==> config.mk <==
export PLATFORM = sky130hd
export DESIGN_NAME = exop_dual_issue_ctl
export DESIGN_NICKNAME = d
export VERILOG_FILES = /design/src/rtl/exop_dual_issue_ctl_pkg.sv /design/src/rtl/exop_issue_scoreboard.sv /design/src/rtl/exop_dual_issue_ctl.sv
export SDC_FILE = /design/constraint.sdc
export NUM_CORES = 2
export LEC_CHECK = 0
export ABC_AREA = 1
export CAP_MARGIN = 20
export CELL_PAD_IN_SITES_DETAIL_PLACEMENT = 1
export CELL_PAD_IN_SITES_GLOBAL_PLACEMENT = 2
export CORE_UTILIZATION = 34
export CTS_CLUSTER_SIZE = 25
export DETAILED_ROUTE_END_ITERATION = 6
export PLACE_DENSITY_LB_ADDON = 0.1
export SLEW_MARGIN = 20
export SYNTH_ARGS = -nofsm -noshare
export SYNTH_HDL_FRONTEND = slang
export SYNTH_SLANG_ARGS = --single-unit
==> constraint.sdc <==
create_clock -name clock -period 4.8 [get_ports clock]
set_input_delay 0.96 -clock clock [delete_from_list [all_inputs] [get_ports clock]]
set_output_delay 0.96 -clock clock [all_outputs]
set_load 0.03 [all_outputs]
==> src/rtl/exop_dual_issue_ctl_pkg.sv <==
`default_nettype none
// ============================================================================
// Module   : exop_dual_issue_ctl_pkg
// Brief    : Shared opcode, register-id and state definitions for the
//            dual-issue controller and its scoreboard.
// Revision : 1.0 - initial release
// ============================================================================
package exop_dual_issue_ctl_pkg;

    // Register id that means "no register"; never tracked as busy.
    localparam logic [6:0] UREG_ZZR      = 7'h7F;

    // Primary-unit memory status codes.
    localparam logic [1:0] UMEM_OK_READY = 2'd0;
    localparam logic [1:0] UMEM_OK_HOLD  = 2'd1;
    localparam logic [1:0] UMEM_OK_FAULT = 2'd2;

    // Micro-op encodings.
    localparam logic [7:0] UCMD_NONE   = 8'h00;
    localparam logic [7:0] UCMD_MOV_RR = 8'h01;
    localparam logic [7:0] UCMD_MOV_RI = 8'h02;
    localparam logic [7:0] UCMD_ADD    = 8'h03;
    localparam logic [7:0] UCMD_SUB    = 8'h04;
    localparam logic [7:0] UCMD_AND    = 8'h05;
    localparam logic [7:0] UCMD_OR     = 8'h06;
    localparam logic [7:0] UCMD_XOR    = 8'h07;
    localparam logic [7:0] UCMD_NOT    = 8'h08;
    localparam logic [7:0] UCMD_SWAPB  = 8'h09;
    localparam logic [7:0] UCMD_SWAPW  = 8'h0A;
    localparam logic [7:0] UCMD_EXTUB  = 8'h0B;
    localparam logic [7:0] UCMD_EXTUW  = 8'h0C;
    localparam logic [7:0] UCMD_EXTSB  = 8'h0D;
    localparam logic [7:0] UCMD_EXTSW  = 8'h0E;
    localparam logic [7:0] UCMD_NEG    = 8'h0F;
    localparam logic [7:0] UCMD_LDSH16 = 8'h10;
    localparam logic [7:0] UCMD_ADDC   = 8'h11;
    localparam logic [7:0] UCMD_SUBC   = 8'h12;
    localparam logic [7:0] UCMD_NEGC   = 8'h13;
    localparam logic [7:0] UCMD_ADDV   = 8'h14;
    localparam logic [7:0] UCMD_SUBV   = 8'h15;
    localparam logic [7:0] UCMD_SHAD   = 8'h16;
    localparam logic [7:0] UCMD_SHLD   = 8'h17;
    localparam logic [7:0] UCMD_MUL    = 8'h18;
    localparam logic [7:0] UCMD_LDB    = 8'h20;
    localparam logic [7:0] UCMD_LDW    = 8'h21;
    localparam logic [7:0] UCMD_LDL    = 8'h22;
    localparam logic [7:0] UCMD_STB    = 8'h28;
    localparam logic [7:0] UCMD_STW    = 8'h29;
    localparam logic [7:0] UCMD_STL    = 8'h2A;
    localparam logic [7:0] UCMD_LDSR   = 8'h30;

    typedef enum logic [0:0] {
        ST_RUN   = 1'b0,
        ST_SPLIT = 1'b1
    } issue_state_e;

    // Ops the ALU-only secondary unit can execute; SR-writing arithmetic is
    // excluded because the secondary unit drops SR effects.
    function automatic logic is_sec_capable(input logic [7:0] op);
        return op inside {UCMD_MOV_RR, UCMD_MOV_RI, UCMD_ADD, UCMD_SUB,
                          UCMD_AND, UCMD_OR, UCMD_XOR, UCMD_NOT,
                          UCMD_SWAPB, UCMD_SWAPW, UCMD_EXTUB, UCMD_EXTUW,
                          UCMD_EXTSB, UCMD_EXTSW, UCMD_NEG, UCMD_LDSH16};
    endfunction

    // Ops whose destination stays busy for several cycles after issue.
    function automatic logic is_long_lat(input logic [7:0] op);
        return op inside {UCMD_MUL, UCMD_LDB, UCMD_LDW, UCMD_LDL};
    endfunction

endpackage
`default_nettype wire

==> src/rtl/exop_issue_scoreboard.sv <==
`default_nettype none
// ============================================================================
// Module   : exop_issue_scoreboard
// Brief    : Per-register countdown scoreboard for long-latency destinations,
//            with two 3-read busy lookups (one per issue slot).
// Revision : 1.0 - initial release
// ============================================================================
module exop_issue_scoreboard
    import exop_dual_issue_ctl_pkg::*;
#(
    parameter int NREG     = 128,
    parameter int LONG_LAT = 3
) (
    input  logic       clock,
    input  logic       reset,
    input  logic       setValid,
    input  logic [6:0] setId,
    input  logic       freeze,
    input  logic [6:0] s0Rs,
    input  logic [6:0] s0Rt,
    input  logic [6:0] s0Rn,
    input  logic [6:0] s1Rs,
    input  logic [6:0] s1Rt,
    input  logic [6:0] s1Rn,
    output logic       s0Busy,
    output logic       s1Busy
);

    logic [2:0] cnt_q [NREG];
    logic [2:0] cnt_d [NREG];

    // ZZR is excluded explicitly so it can never report busy.
    assign s0Busy = ((s0Rs != UREG_ZZR) && (cnt_q[s0Rs] != 3'd0)) ||
                    ((s0Rt != UREG_ZZR) && (cnt_q[s0Rt] != 3'd0)) ||
                    ((s0Rn != UREG_ZZR) && (cnt_q[s0Rn] != 3'd0));
    assign s1Busy = ((s1Rs != UREG_ZZR) && (cnt_q[s1Rs] != 3'd0)) ||
                    ((s1Rt != UREG_ZZR) && (cnt_q[s1Rt] != 3'd0)) ||
                    ((s1Rn != UREG_ZZR) && (cnt_q[s1Rn] != 3'd0));

    // Countdown unless the primary is holding; a new set overrides the decrement.
    always_comb begin
        for (int i = 0; i < NREG; i++) begin
            cnt_d[i] = cnt_q[i];
            if (!freeze && (cnt_q[i] != 3'd0)) begin
                cnt_d[i] = cnt_q[i] - 3'd1;
            end
            if (setValid && (setId == 7'(i)) && (setId != UREG_ZZR)) begin
                cnt_d[i] = 3'(LONG_LAT);
            end
        end
    end

    // Counter storage, cleared on reset.
    always_ff @(posedge clock or negedge reset) begin
        if (!reset) begin
            for (int i = 0; i < NREG; i++) begin
                cnt_q[i] <= 3'd0;
            end
        end else begin
            for (int i = 0; i < NREG; i++) begin
                cnt_q[i] <= cnt_d[i];
            end
        end
    end

endmodule
`default_nettype wire

==> src/rtl/exop_dual_issue_ctl.sv <==
`default_nettype none
// ============================================================================
// Module   : exop_dual_issue_ctl
// Brief    : ID -> EX issue controller. Dual-issues a decoded pair to the
//            primary and ALU-only secondary units, splits it over two cycles,
//            or stalls on long-latency hazards / primary hold.
//            Optional: EXOP_ISSUE_STATS_EN enables saturating counters of
//            dual-issue, split-issue and stall cycles.
// Revision : 1.0 - initial release
// ============================================================================
module exop_dual_issue_ctl
    import exop_dual_issue_ctl_pkg::*;
#(
    parameter int LONG_LAT = 3,
    parameter int NREG     = 128,
    parameter int STAT_W   = 32
) (
    input  logic              clock,
    input  logic              reset,
    input  logic              idValid,
    input  logic [7:0]        idOpA,
    input  logic [6:0]        idRsA,
    input  logic [6:0]        idRtA,
    input  logic [6:0]        idRnA,
    input  logic [7:0]        idOpB,
    input  logic [6:0]        idRsB,
    input  logic [6:0]        idRtB,
    input  logic [6:0]        idRnB,
    output logic              idReady,
    input  logic              exHold,
    output logic              priValid,
    output logic [7:0]        priOp,
    output logic [6:0]        priRs,
    output logic [6:0]        priRt,
    output logic [6:0]        priRn,
    output logic              secValid,
    output logic [7:0]        secOp,
    output logic [6:0]        secRs,
    output logic [6:0]        secRt,
    output logic [6:0]        secRn,
    output logic [STAT_W-1:0] statPair,
    output logic [STAT_W-1:0] statSplit,
    output logic [STAT_W-1:0] statStall
);

    issue_state_e state_q, state_d;
    logic [7:0]   held_op_q, held_op_d;
    logic [6:0]   held_rs_q, held_rs_d, held_rt_q, held_rt_d, held_rn_q, held_rn_d;
    logic         pri_valid_q, pri_valid_d, sec_valid_q, sec_valid_d;
    logic [7:0]   pri_op_q, pri_op_d, sec_op_q, sec_op_d;
    logic [6:0]   pri_rs_q, pri_rs_d, pri_rt_q, pri_rt_d, pri_rn_q, pri_rn_d;
    logic [6:0]   sec_rs_q, sec_rs_d, sec_rt_q, sec_rt_d, sec_rn_q, sec_rn_d;

    logic [7:0]   a_op, b_op;
    logic [6:0]   a_rs, a_rt, a_rn, b_rs, b_rt, b_rn;
    logic [6:0]   s0_rs, s0_rt, s0_rn;
    logic         haz0, haz1, b_empty, pairable, ready_w;

    // Promote B into A when A is empty so a lone op always uses the primary.
    always_comb begin
        if ((idOpA == UCMD_NONE) && (idOpB != UCMD_NONE)) begin
            a_op = idOpB;     a_rs = idRsB;    a_rt = idRtB;    a_rn = idRnB;
            b_op = UCMD_NONE; b_rs = UREG_ZZR; b_rt = UREG_ZZR; b_rn = UREG_ZZR;
        end else begin
            a_op = idOpA;     a_rs = idRsA;    a_rt = idRtA;    a_rn = idRnA;
            b_op = idOpB;     b_rs = idRsB;    b_rt = idRtB;    b_rn = idRnB;
        end
    end

    // Lookup port 0 checks the held op while split, otherwise slot A.
    assign s0_rs = (state_q == ST_SPLIT) ? held_rs_q : a_rs;
    assign s0_rt = (state_q == ST_SPLIT) ? held_rt_q : a_rt;
    assign s0_rn = (state_q == ST_SPLIT) ? held_rn_q : a_rn;

    exop_issue_scoreboard #(
        .NREG     (NREG),
        .LONG_LAT (LONG_LAT)
    ) u_scoreboard (
        .clock    (clock),
        .reset    (reset),
        .setValid (pri_valid_d && is_long_lat(pri_op_d)),
        .setId    (pri_rn_d),
        .freeze   (exHold),
        .s0Rs     (s0_rs),
        .s0Rt     (s0_rt),
        .s0Rn     (s0_rn),
        .s1Rs     (b_rs),
        .s1Rt     (b_rt),
        .s1Rn     (b_rn),
        .s0Busy   (haz0),
        .s1Busy   (haz1)
    );

    // B may go to the secondary only if capable, independent of A, and hazard-free.
    always_comb begin
        b_empty  = (b_op == UCMD_NONE);
        pairable = b_empty ||
                   (is_sec_capable(b_op) &&
                    (a_rn != b_rs) && (a_rn != b_rt) &&
                    ((a_rn != b_rn) || (a_rn == UREG_ZZR)) &&
                    !haz1);
    end

    // Issue decision: next state, held slot and next issue-register values.
    always_comb begin
        state_d     = state_q;
        held_op_d   = held_op_q;  held_rs_d = held_rs_q;
        held_rt_d   = held_rt_q;  held_rn_d = held_rn_q;
        pri_valid_d = 1'b0;
        pri_op_d    = pri_op_q;   pri_rs_d  = pri_rs_q;
        pri_rt_d    = pri_rt_q;   pri_rn_d  = pri_rn_q;
        sec_valid_d = 1'b0;
        sec_op_d    = sec_op_q;   sec_rs_d  = sec_rs_q;
        sec_rt_d    = sec_rt_q;   sec_rn_d  = sec_rn_q;
        ready_w     = 1'b0;
        case (state_q)
            ST_RUN: begin
                if (idValid && !exHold && !haz0) begin
                    ready_w     = 1'b1;
                    pri_valid_d = (a_op != UCMD_NONE);
                    pri_op_d    = a_op; pri_rs_d = a_rs; pri_rt_d = a_rt; pri_rn_d = a_rn;
                    if (pairable) begin
                        if (!b_empty) begin
                            sec_valid_d = 1'b1;
                            sec_op_d    = b_op; sec_rs_d = b_rs; sec_rt_d = b_rt; sec_rn_d = b_rn;
                        end
                    end else begin
                        held_op_d = b_op; held_rs_d = b_rs; held_rt_d = b_rt; held_rn_d = b_rn;
                        state_d   = ST_SPLIT;
                    end
                end
            end
            ST_SPLIT: begin
                if (!exHold && !haz0) begin
                    pri_valid_d = 1'b1;
                    pri_op_d    = held_op_q; pri_rs_d = held_rs_q;
                    pri_rt_d    = held_rt_q; pri_rn_d = held_rn_q;
                    held_op_d   = UCMD_NONE; held_rs_d = UREG_ZZR;
                    held_rt_d   = UREG_ZZR;  held_rn_d = UREG_ZZR;
                    state_d     = ST_RUN;
                end
            end
            default: state_d = ST_RUN;
        endcase
    end

    // FSM, held slot and registered issue outputs.
    always_ff @(posedge clock or negedge reset) begin
        if (!reset) begin
            state_q     <= ST_RUN;
            held_op_q   <= UCMD_NONE; held_rs_q <= UREG_ZZR;
            held_rt_q   <= UREG_ZZR;  held_rn_q <= UREG_ZZR;
            pri_valid_q <= 1'b0;
            pri_op_q    <= UCMD_NONE; pri_rs_q  <= UREG_ZZR;
            pri_rt_q    <= UREG_ZZR;  pri_rn_q  <= UREG_ZZR;
            sec_valid_q <= 1'b0;
            sec_op_q    <= UCMD_NONE; sec_rs_q  <= UREG_ZZR;
            sec_rt_q    <= UREG_ZZR;  sec_rn_q  <= UREG_ZZR;
        end else begin
            state_q     <= state_d;
            held_op_q   <= held_op_d; held_rs_q <= held_rs_d;
            held_rt_q   <= held_rt_d; held_rn_q <= held_rn_d;
            pri_valid_q <= pri_valid_d;
            pri_op_q    <= pri_op_d;  pri_rs_q  <= pri_rs_d;
            pri_rt_q    <= pri_rt_d;  pri_rn_q  <= pri_rn_d;
            sec_valid_q <= sec_valid_d;
            sec_op_q    <= sec_op_d;  sec_rs_q  <= sec_rs_d;
            sec_rt_q    <= sec_rt_d;  sec_rn_q  <= sec_rn_d;
        end
    end

    // Acceptance is masked while reset is held so ID never sees a stray handshake.
    assign idReady  = ready_w && reset;
    assign priValid = pri_valid_q;
    assign priOp    = pri_op_q;
    assign priRs    = pri_rs_q;
    assign priRt    = pri_rt_q;
    assign priRn    = pri_rn_q;
    assign secValid = sec_valid_q;
    assign secOp    = sec_op_q;
    assign secRs    = sec_rs_q;
    assign secRt    = sec_rt_q;
    assign secRn    = sec_rn_q;

`ifdef EXOP_ISSUE_STATS_EN
    logic [STAT_W-1:0] stat_pair_q, stat_pair_d, stat_split_q, stat_split_d;
    logic [STAT_W-1:0] stat_stall_q, stat_stall_d;
    logic              pair_inc, split_inc, stall_inc;

    // Saturating event counters; a stall is a primary hold, an A-hazard or a SPLIT wait.
    always_comb begin
        pair_inc     = sec_valid_d;
        split_inc    = (state_q == ST_RUN) && (state_d == ST_SPLIT);
        stall_inc    = ((state_q == ST_SPLIT) && (state_d == ST_SPLIT)) ||
                       ((state_q == ST_RUN) && (exHold || (idValid && haz0)));
        stat_pair_d  = (pair_inc  && !(&stat_pair_q))  ? stat_pair_q  + STAT_W'(1) : stat_pair_q;
        stat_split_d = (split_inc && !(&stat_split_q)) ? stat_split_q + STAT_W'(1) : stat_split_q;
        stat_stall_d = (stall_inc && !(&stat_stall_q)) ? stat_stall_q + STAT_W'(1) : stat_stall_q;
    end

    // Counter storage.
    always_ff @(posedge clock or negedge reset) begin
        if (!reset) begin
            stat_pair_q  <= '0;
            stat_split_q <= '0;
            stat_stall_q <= '0;
        end else begin
            stat_pair_q  <= stat_pair_d;
            stat_split_q <= stat_split_d;
            stat_stall_q <= stat_stall_d;
        end
    end

    assign statPair  = stat_pair_q;
    assign statSplit = stat_split_q;
    assign statStall = stat_stall_q;
`else
    assign statPair  = '0;
    assign statSplit = '0;
    assign statStall = '0;
`endif

endmodule
`default_nettype wire

==> flow_summary.ini <==
[power]
power_leakage_nw = 30.15
power_density_nw_per_um2 = 785.8
vdd_drop_max_mv = 0.3542
p_comb_frac = 0.701
clkPwrFrac = 0.109
seqPwrFrac = 0.190
swShare = 0.5580
intPower_mw = 21.45
p_sw_mw = 27.09

[die]
core_area_um2 = 133600
rows = 134
dieWidth_um = 369.2
initial_core_util = 0.3430
io_pins = 219
die-area_um2 = 136300
die_h_um = 369.2

[cells_and_area]
utilization = 0.4622
fill_cells = 16938
final_common_cell = nand2_1
instances_no_fill = 9689
final_layout_size_suffix_gt1_frac = 0.1969
area_delta_synth_final_pct = 34.76
mostFrequentLayoutCells = nand2_1 (1979), nand3_1 (710), buf_4 (584), o21ai_0 (569), inv_1 (503)
nets = 8181

[clock_tree]
cts_inserted_buffers = 67
cts_hold_buf = 0
h-tree-depth = 3
cts_tree = done
cts_buffer_depth = 3
root_buffer = clkbuf_16
clk_latency_ns = 0.71
cts.clk_slew.worst_paths_ns = 0.06
cts_sinks = 474

[routing]
vias = 58321
routed_wl_um = 299200
drt_iter0_drc = 6796
viasPerCell = 6.019
drt-wirelength-per-cell_um = 30.88
antenna_left = 0
firstDrtPassIters = 7
route.detailed.drc = 30

[synth]
synth_area_um2 = 45840
synth.top_cell.area_share = 0.2244
synth_area_leader_cell = dfrtp_1
synth.distinct_cells = 55
async_flop_share = 1.000
synth_ff_type = dfrtp_1
synth-seq-area-share = 0.2605
syn_area_per_cell_um2 = 6.342
synth_edf_count = 0
yosysWarnings = 0
synthTopCellsByArea = dfrtp_1 (22%), nand2_1 (18%), nand3_1 (8.4%)
synthCells = 7227
ys_ff_latch = 474

[sta]
final.setup.worst_slack_ns = -0.8992
rsz0062_at_grt = true
tightest_slew_ns = 1.482
skew_ns = 0.04311
tns_ns = -303.28
slew_headroom = 0.01216
period_share = 1.187
hold_ws_ns = 0.1975
setup_viol = 441
hold_violations = 0
fin_crit_ns = 5.699
finalMaxSlewViolations = 0
max_freq_mhz = 175.5

[global_routing]
grt_pass1_vias = 56177
grt_pass1_wl_um = 406100
grt_usage = 0.4084
gr-total-overflow = 0
grt_max_degree = 128
antenna_found_initial = 13

[worst_setup_path]
arrival_ns = 6.31
cp_top_family = buffers and inverters
crit_path_max_incr_delay_ns = 0.63
crit_path_top_delay_cell = clkdlybuf4s50_1
worst-path-buf-inv = 14
crit_type = in2reg
critPathLaunchType = input port
cp_max_fo = 8
cp.required_ns = 5.41
endpoint_kind = flip-flop
cpMostUsedCell = nand2_1

[job]
drv_cap = 0

[placement]
hpwl_um = 210600
io_buffers = 122
place.gp.congestion = 0.9995
dp_slack_ns = -2.052
dp.cells = 9412

[run_status]
violations = design-rule violations, negative setup slack
run_status = complete, but fails checks

[hold_path]
min_path_type = in2async
## stage by stage
stage               total power [mW]  area [um^2]
floorplan                      24.11        46190
global placement               37.60        54730
detailed placement             38.19        54730
CTS                            44.68        57900
global route                   50.88        61750
finish                         48.54        61770
## power groups by stage
| stage | Sequential (mW) | Combinational (mW) | Clock (mW) |
|---|---|---|---|
| CTS | 9.05 | 30.3 | 5.35 |
| finish | 9.24 | 34.0 | 5.29 |
| global placement | 9.08 | 28.5 | 0 |
| detailed placement | 9.05 | 29.1 | 0 |
| floorplan | 7.91 | 16.2 | 0 |
| global route | 9.37 | 36.0 | 5.50 |
## layer usage
| metal | track usage | share of wire |
|---|---|---|
| met1 | 0.5283 | 0.40 |
| met2 | 0.6186 | 0.43 |
| met3 | 0.09414 | 0.096 |
| met4 | 0.2394 | 0.068 |
| met5 | 0 | 0.00017 |
## timing repair
action	4_1_cts	5_1_grt
hold endpoints to repair	0	0
pin swaps	13	72
setup endpoints to repair	466	467
setup buffers	25	71
cloned	9	47
gates resized for setup	112	566
## cell families (layout without fill, tap and decap cells)
| group | Yosys count | count (layout) | share of synthesized area |
|---|---|---|---|
| adders and majority gates | 256 | 256 | 0.06988 |
| and+or+nand+nor | 3610 | 3611 | 0.3235 |
| xor gates and xnor gates | 256 | 256 | 0.04892 |
| buffers and inverters | 1078 | 1667 | 0.1030 |
| AOI/OAI and AO/OA | 1552 | 1552 | 0.1942 |
| DFF | 474 | 474 | 0.2605 |
| other | 1 | 105 | 0.00008181 |
## sequential cells by signal, summed over array words and instances (netlist names), 8 cells and up
register            flops
held_op_q               8
secOp                   8
priOp                   8
u_scoreboard.cnt_q    384
## synthesized netlist by cell type (13+ instances only)
cell,n
nor3_1,15
buf_1,37
buf_4,107
clkbuf_1,226
inv_1,513
dfrtp_1,411
o21ai_0,571
a22oi_1,15
nand4_1,35
nand3_1,765
nand2_1,2239
o21ai_1,36
buf_2,157
o211ai_1,94
xor2_1,256
a21oi_1,494
dfstp_2,63
ha_1,256
o2111ai_1,22
clkinv_1,13
inv_2,15
o221ai_1,34
nor2_1,501
o22ai_1,136
a221oi_1,40
o31ai_1,44
## final timing paths
| kind | start | slack, ns | endpoint | depth (start not counted) |
|---|---|---|---|---|
| max | idRsA[0] | -0.90 | u_scoreboard.cnt_q[264] | 41 |
| min | reset | 0.20 | u_scoreboard.cnt_q[14] | 1 |
| max reg2reg | state_q | -0.64 | u_scoreboard.cnt_q[264] | 40 |
| min reg2reg | secOp[7] | 0.47 | secOp[7] | 2 |
| max in group asynchronous | reset | 3.05 | secRt[1] | 3 |
| min in group clock | secOp[7] | 0.47 | secOp[7] | 2 |
## worst reg2reg max path: cells and delay by family (launching register included)
| kind | cells | cell delay [ns] |
|---|---|---|
| buf+inv | 14 | 2.25 |
| simple gates | 26 | 2.68 |
| flops | 1 | 0.42 |
## layout make-up
class                   count  area [um^2]  area share
multi-input cells        5771        31650      0.5124
flip-flops and latches    474        11940      0.1933
repair buffers           1008        11680      0.1890
well taps                1768         2212     0.03581
inverters                 541         2051     0.03320
clock buffers              95         1934     0.03132
clock inverters            23        279.0    0.004517
diodes                      9        22.52   0.0003646
(Power assumes the default switching activity.)
